[src/rtl/wb_lcd_ctrl.sv]
// wb_lcd_ctrl: Wishbone slave that sends bytes to an HD44780 LCD as two 4-bit nibbles with timed E strobes
module wb_lcd_ctrl #(
   parameter int SETUP_CYC = 8,
   parameter int EHIGH_CYC = 50,
   parameter int GAP_CYC   = 100,
   parameter int EXEC_CYC  = 4000,
   parameter int CLEAR_CYC = 160000
) (
   input  logic        clk,
   input  logic        reset,
   input  logic [31:0] wb_adr_i,
   input  logic [31:0] wb_dat_i,
   output logic [31:0] wb_dat_o,
   input  logic [3:0]  wb_sel_i,
   input  logic        wb_stb_i,
   input  logic        wb_cyc_i,
   input  logic        wb_we_i,
   output logic        wb_ack_o,
   output logic        intr,
   output logic [3:0]  lcd_data,
   output logic        lcd_rs,
   output logic        lcd_rw,
   output logic        lcd_e
);
   typedef enum logic [2:0] {IDLE, SETUP_H, EHIGH_H, GAP, SETUP_L, EHIGH_L, EXEC} state_t;
   // counter holds (cycles - 1) so a state lasts exactly its cycle count
   localparam logic [17:0] LD_SETUP = 18'(SETUP_CYC - 1);
   localparam logic [17:0] LD_EHIGH = 18'(EHIGH_CYC - 1);
   localparam logic [17:0] LD_GAP   = 18'(GAP_CYC - 1);
   localparam logic [17:0] LD_EXEC  = 18'(EXEC_CYC - 1);
   localparam logic [17:0] LD_CLEAR = 18'(CLEAR_CYC - 1);
   state_t      state_q, state_d;
   logic [17:0] cnt_q, cnt_d;
   logic [7:0]  byte_q, byte_d;
   logic [3:0]  lcd_data_q, lcd_data_d;
   logic [31:0] dat_q, dat_d;
   logic        rs_q, rs_d, nib_q, nib_d, clr_q, clr_d;
   logic        ack_q, ack_d, irq_en_q, irq_en_d, nmode_q, nmode_d;
   logic        done_q, done_d, ovr_q, ovr_d;
   logic        bus_req, wr_ack, wr_data, wr_stat, wr_ctrl, busy, accept, set_done;
   logic        long_cmd, unused_ok;
   logic [1:0]  reg_sel;
   logic [17:0] exec_ld;
   assign bus_req   = wb_stb_i & wb_cyc_i;
   assign reg_sel   = wb_adr_i[3:2];
   assign wr_ack    = bus_req & ack_q & wb_we_i;
   assign wr_data   = wr_ack & (reg_sel == 2'd0);
   assign wr_stat   = wr_ack & (reg_sel == 2'd1);
   assign wr_ctrl   = wr_ack & (reg_sel == 2'd2);
   assign busy      = state_q != IDLE;
   assign accept    = wr_data & ~busy;
   assign long_cmd  = ~wb_dat_i[8] & (wb_dat_i[7:2] == 6'd0) & (wb_dat_i[1:0] != 2'd0);
   assign exec_ld   = clr_q ? LD_CLEAR : LD_EXEC;
   assign unused_ok = ^{wb_adr_i[31:4], wb_adr_i[1:0], wb_dat_i[31:9], wb_sel_i};
   assign wb_ack_o  = ack_q;
   assign wb_dat_o  = dat_q;
   assign intr      = irq_en_q & done_q;
   assign lcd_data  = lcd_data_q;
   assign lcd_rs    = rs_q;
   assign lcd_rw    = 1'b0;
   assign lcd_e     = (state_q == EHIGH_H) | (state_q == EHIGH_L);
   // bus handshake, read mux, control and sticky status bits (hardware set beats W1C)
   always_comb begin
      ack_d    = bus_req & ~ack_q;
      dat_d    = (bus_req & ~ack_q & ~wb_we_i) ?
                 ((reg_sel == 2'd1) ? {29'd0, ovr_q, done_q, busy} :
                  (reg_sel == 2'd2) ? {30'd0, nmode_q, irq_en_q} : 32'd0) : 32'd0;
      irq_en_d = wr_ctrl ? wb_dat_i[0] : irq_en_q;
      nmode_d  = wr_ctrl ? wb_dat_i[1] : nmode_q;
      done_d   = set_done | (done_q & ~(wr_stat & wb_dat_i[1]));
      ovr_d    = (wr_data & busy) | (ovr_q & ~(wr_stat & wb_dat_i[2]));
   end
   // transfer sequencer: each state reloads the down-counter and leaves when it hits zero
   always_comb begin
      state_d    = state_q;
      cnt_d      = (cnt_q == 18'd0) ? 18'd0 : cnt_q - 18'd1;
      byte_d     = byte_q;
      rs_d       = rs_q;
      nib_d      = nib_q;
      clr_d      = clr_q;
      lcd_data_d = lcd_data_q;
      set_done   = 1'b0;
      case (state_q)
         IDLE: if (accept) begin
            state_d    = SETUP_H;
            cnt_d      = LD_SETUP;
            byte_d     = wb_dat_i[7:0];
            rs_d       = wb_dat_i[8];
            nib_d      = nmode_q;
            clr_d      = long_cmd;
            lcd_data_d = wb_dat_i[7:4];
         end
         SETUP_H: if (cnt_q == 18'd0) begin
            state_d = EHIGH_H;
            cnt_d   = LD_EHIGH;
         end
         EHIGH_H: if (cnt_q == 18'd0) begin
            state_d = nib_q ? EXEC : GAP;
            cnt_d   = nib_q ? exec_ld : LD_GAP;
         end
         GAP: if (cnt_q == 18'd0) begin
            state_d    = SETUP_L;
            cnt_d      = LD_SETUP;
            lcd_data_d = byte_q[3:0];
         end
         SETUP_L: if (cnt_q == 18'd0) begin
            state_d = EHIGH_L;
            cnt_d   = LD_EHIGH;
         end
         EHIGH_L: if (cnt_q == 18'd0) begin
            state_d = EXEC;
            cnt_d   = exec_ld;
         end
         EXEC: if (cnt_q == 18'd0) begin
            state_d  = IDLE;
            set_done = 1'b1;
         end
         default: state_d = IDLE;
      endcase
   end
   // state and register flops; reset aborts any transfer at once
   always_ff @(posedge clk or negedge reset) begin
      if (!reset) begin
         state_q    <= IDLE;
         cnt_q      <= '0;
         byte_q     <= '0;
         rs_q       <= 1'b0;
         nib_q      <= 1'b0;
         clr_q      <= 1'b0;
         lcd_data_q <= '0;
         ack_q      <= 1'b0;
         dat_q      <= '0;
         irq_en_q   <= 1'b0;
         nmode_q    <= 1'b0;
         done_q     <= 1'b0;
         ovr_q      <= 1'b0;
      end else begin
         state_q    <= state_d;
         cnt_q      <= cnt_d;
         byte_q     <= byte_d;
         rs_q       <= rs_d;
         nib_q      <= nib_d;
         clr_q      <= clr_d;
         lcd_data_q <= lcd_data_d;
         ack_q      <= ack_d;
         dat_q      <= dat_d;
         irq_en_q   <= irq_en_d;
         nmode_q    <= nmode_d;
         done_q     <= done_d;
         ovr_q      <= ovr_d;
      end
   end
endmodule

[config.mk]
export PLATFORM = sky130hd
export DESIGN_NAME = wb_lcd_ctrl
export DESIGN_NICKNAME = d
export VERILOG_FILES = /design/src/rtl/wb_lcd_ctrl.sv
export SDC_FILE = /design/constraint.sdc
export NUM_CORES = 1
export LEC_CHECK = 0
export ABC_AREA = 1
export BUFFER_PORTS_ARGS = -buffer_cell sky130_fd_sc_hd__buf_2
export CAP_MARGIN = 0
export CORE_ASPECT_RATIO = 0.8
export CORE_MARGIN = 4
export CORE_UTILIZATION = 39
export CTS_CLUSTER_SIZE = 16
export DETAILED_ROUTE_END_ITERATION = 12
export HOLD_SLACK_MARGIN = 0.05
export PLACE_DENSITY = 0.72
export SYNTH_ARGS = -nofsm -noshare
export SYNTH_HDL_FRONTEND = slang
export SYNTH_SLANG_ARGS = --single-unit
[constraint.sdc]
create_clock -name clk -period 2.9 [get_ports clk]
set_input_delay 0.58 -clock clk [delete_from_list [all_inputs] [get_ports clk]]
set_output_delay 0.58 -clock clk [all_outputs]
set_load 0.02 [all_outputs]
==> results.txt <==
- For this run, the post-layout net count is 486.
* Routing usage on met2: 22.4%
* Gpl congestion: 0.954
* Total DRC errors in the routed layout: 0
- Clock tree synthesis selected as its root buffer the cell sky130_fd_sc_hd__clkbuf_8.
- Post-synthesis instance area: 0.00277 mm²
- Detailed Route Iter0 Violations: 215
* Final count of negative-setup-slack endpoints: 0
- In this run the remaining antenna-violating nets after routing total 0.
* CP arrival: 1.58 ns
* Maximum level of the CTS H-tree: 2
- Switching Share: 49.3%
* Share of power burned in registers: 29.5%
* Layer with the highest usage: met1
- The max-slew violation count is 0.
* Min cycle time layout: 2.16 ns
* Per-cell via count in the routed design: 4.94
- Global routing consumed, on the met1 layer, 23.1% of the routing resources.
- Overall global routing resource usage: 15.2%
- Largest net degree at the start of global routing: 41
- Timing would allow up to 464 MHz.
- The count of buffers added on input and output ports is 26.
- Clock latency on the worst-skew pair: 0.31 ns
* Fillcell total: 707
- Cell Rows: 27
* Average cell area after synthesis: 7.24 µm²
- Count of clock tree sinks: 40
- The clock network accounts for 15.5% of the total power.
- Critical path peak fanout: 4
- Overflow left after global routing: 0
- The first detailed-routing pass ran for 5 iterations.
* Worst hold path type: input port to asynchronous set/reset pin
- The number of antenna violations at the first check in global routing is 0.
- I/O pin cnt: 114
* Sequential fraction of the synthesis area: 36.2%
* DIE HEIGHT: 83.3 µm
* Worst-Margin Slew: 0.898 ns
- Measured along the x axis, the die boundary spans 102 µm.
* Setup clock skew after layout: 0.00739 ns
* Setup Buffers After CTS: 0
* Setup slack of the most critical reg-to-reg path: 1.03 ns
- Area fraction of the dominant cell type after synthesis: 36.2%
- Diode count: 0
- Net switching power of the design: 1480 µW
- Power density over the cells: 1000 mW/mm²
- Total power for the finished layout comes to 2990 µW.
* Max Buffers Root-to-Sink: 2
- Reg2reg start: cnt_q[0]
- Gates resized during post-CTS repair numbered 0.
- The worst setup path is launched from a register.
* Distinct cells, synth: 38
- Clock-pin slew on the worst setup and hold paths: 0.08 ns
- Yosys warning total: 0
- The final hold violation count is 0.
* WL per Instance: 12.5 µm
- The number of clock buffers added by TritonCTS is 5.
- The biggest area contributor in the post-synthesis netlist is sky130_fd_sc_hd__dfrtp_1.
* CTS Hold Bufs: 0
- IR analysis of the VDD net gives a maximum drop of 0.289 mV.
* Die footprint: 0.00851 mm²
- The detailed router placed 2467 vias in this run.
- Leakage: 0.00162 µW
- Total internal power: 1520 µW
- Synthesis inferred 40 register bits.
- First-pass GRT wire length: 10.5 mm
- Result of the run: finished clean
- After detailed routing, the total wire length is 6.23 mm.
* Final clock period utilization by the worst path: 74.3%
* Setup repair after global routing missed its margin: no
- Layout area overhead: 7.65%
- Fraction of final layout cells with drive strength greater than 1: 15.3%
* Fraction of power consumed by combinational cells: 55.0%
- TritonCTS built the clock tree.
- Setup TNS after final layout: 0 ns
* Core box area: 0.00689 mm²
- The number of global-route vias before repair is 2166.
- Cells fill 43.2% of the core in the end.
- In the global route stage, met3 resource usage came out at 2.02%.
- Once the floorplan was initialized, standard cells occupied 40.1% of the core.
- Synth Instances: 382
* Data required time at the worst endpoint: 2.32 ns
* Kind of capture point of the worst setup path: output pin
- Summed over all nets, the half-perimeter wirelength after detailed placement is 4.81 mm.
- For the worst flop-to-flop path, the logic depth is 8.
- Number of max-capacitance violations reported: 0
- The setup path with the least slack is of type register to output pin.
- Main area contributors after synthesis: sky130_fd_sc_hd__dfrtp_1, sky130_fd_sc_hd__nand2_1, sky130_fd_sc_hd__buf_4
- In this run the tightest slew margin relative to its limit is 40.1%.
- The worst register-to-register path ends at cnt_q[14].
[worst max path at each step]
stage	to	slack [ns]	start
2_1_floorplan	cnt_q[12]	1.30	wb_stb_i
3_3_place_gp	lcd_data[0]	0.81	wb_stb_i
3_5_place_dp	lcd_data[0]	0.75	wb_stb_i
4_1_cts	lcd_e	0.78	state_q[2]
5_1_grt	lcd_e	0.67	state_q[2]
6_report	lcd_e	0.74	state_q[2]
[synthesized netlist by cell type, drive strengths merged]
cell type  instances
and2               2
o21ai             26
nand3             33
conb               1
xnor2              1
nor2              49
dfrtp             40
mux2               1
inv               46
clkinv             1
o211ai             2
buf               34
o22ai              1
o2111ai            1
nand3b             3
o31ai              2
a22oi              1
nand4              7
xor2               7
nor3               2
nand2            104
ha                 2
nor4               1
o21bai             1
a21oi             14
[critical path: stages (launching register included)]
cell                      delay, ns
sky130_fd_sc_hd__dfrtp_1       0.42
sky130_fd_sc_hd__inv_2         0.10
sky130_fd_sc_hd__nand2_1       0.10
sky130_fd_sc_hd__nor2_1        0.24
sky130_fd_sc_hd__inv_1         0.12
sky130_fd_sc_hd__nand2_1       0.11
sky130_fd_sc_hd__buf_2         0.19
[sequential cells by signal, summed over array words and instances, names as in the netlist, 3 cells and up]
| name | cells |
|---|---|
| byte_q | 4 |
| cnt_q | 18 |
| lcd_data | 4 |
| state_q | 3 |
| wb_dat_o | 3 |
[area by class of cell]
cell class              count  area [µm²]  share of cell area (%)
multi-input cells         290        1440                    48.5
flip-flops and latches     40        1000                    33.6
inverters                  47         178                    5.97
repair buffers             27         138                    4.62
well taps                  87         109                    3.66
clock buffers               6        72.6                    2.44
clock inverters             2        35.0                    1.18
[power groups by stage]
stage | logic, µW | clock network (µW) | registers, µW
5_1_grt | 1850 | 489 | 906
2_1_floorplan | 1300 | 0 | 874
3_3_place_gp | 1580 | 0 | 887
6_report | 1650 | 464 | 882
4_1_cts | 1630 | 465 | 880
3_5_place_dp | 1620 | 0 | 890
[logic make-up after synthesis]
logic type | after synthesis | share of synthesized area [%]
AND/OR/NAND/NOR | 201 | 34.2
buffers and inverters | 81 | 15.5
AO/OA/AOI/OAI | 48 | 10.1
flip-flops | 40 | 36.2
XOR/XNOR | 8 | 2.53
adder cells (fa/ha/maj) | 2 | 0.905
other | 1 | 0.136
multiplexers | 1 | 0.407
[metrics by stage]
stage / instance area, µm² / setup slack [ns] / cells / hold slack [ns]
2_1_floorplan: 2870 / 1.30 / 411 / 0.284
3_3_place_gp: 2870 / 0.808 / 491 / 0.457
3_5_place_dp: 2870 / 0.755 / 491 / 0.461
4_1_cts: 2980 / 0.779 / 499 / 0.442
5_1_grt: 2980 / 0.672 / 499 / 0.479
6_report: 2980 / 0.744 / 499 / 0.400
[cells in the final DEF (no fill, tap or decap), types with 2 or more instances in the layout]
master                     instances
sky130_fd_sc_hd__nand3b_1          3
sky130_fd_sc_hd__nand2_2           3
sky130_fd_sc_hd__nor2_1           39
sky130_fd_sc_hd__nand4_1           7
sky130_fd_sc_hd__nand3_1          29
sky130_fd_sc_hd__o31ai_1           2
sky130_fd_sc_hd__o21ai_1           2
sky130_fd_sc_hd__xor2_1            7
sky130_fd_sc_hd__clkbuf_8          5
sky130_fd_sc_hd__nor3_1            2
sky130_fd_sc_hd__conb_1           30
sky130_fd_sc_hd__and2_1            2
sky130_fd_sc_hd__nand2_4           2
sky130_fd_sc_hd__nor2_4            3
sky130_fd_sc_hd__dfrtp_1          40
sky130_fd_sc_hd__buf_2            26
sky130_fd_sc_hd__nand2_1          99
sky130_fd_sc_hd__ha_1              2
sky130_fd_sc_hd__nand3_2           2
sky130_fd_sc_hd__nor2_2            6
sky130_fd_sc_hd__clkinv_2          2
sky130_fd_sc_hd__a21oi_1          14
sky130_fd_sc_hd__inv_2             5
sky130_fd_sc_hd__o21ai_0          21
sky130_fd_sc_hd__o211ai_1          2
sky130_fd_sc_hd__nand3_4           2
sky130_fd_sc_hd__o21ai_2           2
sky130_fd_sc_hd__inv_1            41
[routing by layer]
metal,vias to the layer above,wire [µm]
met2,89,2790
li1,1220,-
met5,-,0
met4,0,56
met1,1148,2960
met3,10,430
Note: power is estimated with default switching activity, not from simulation.
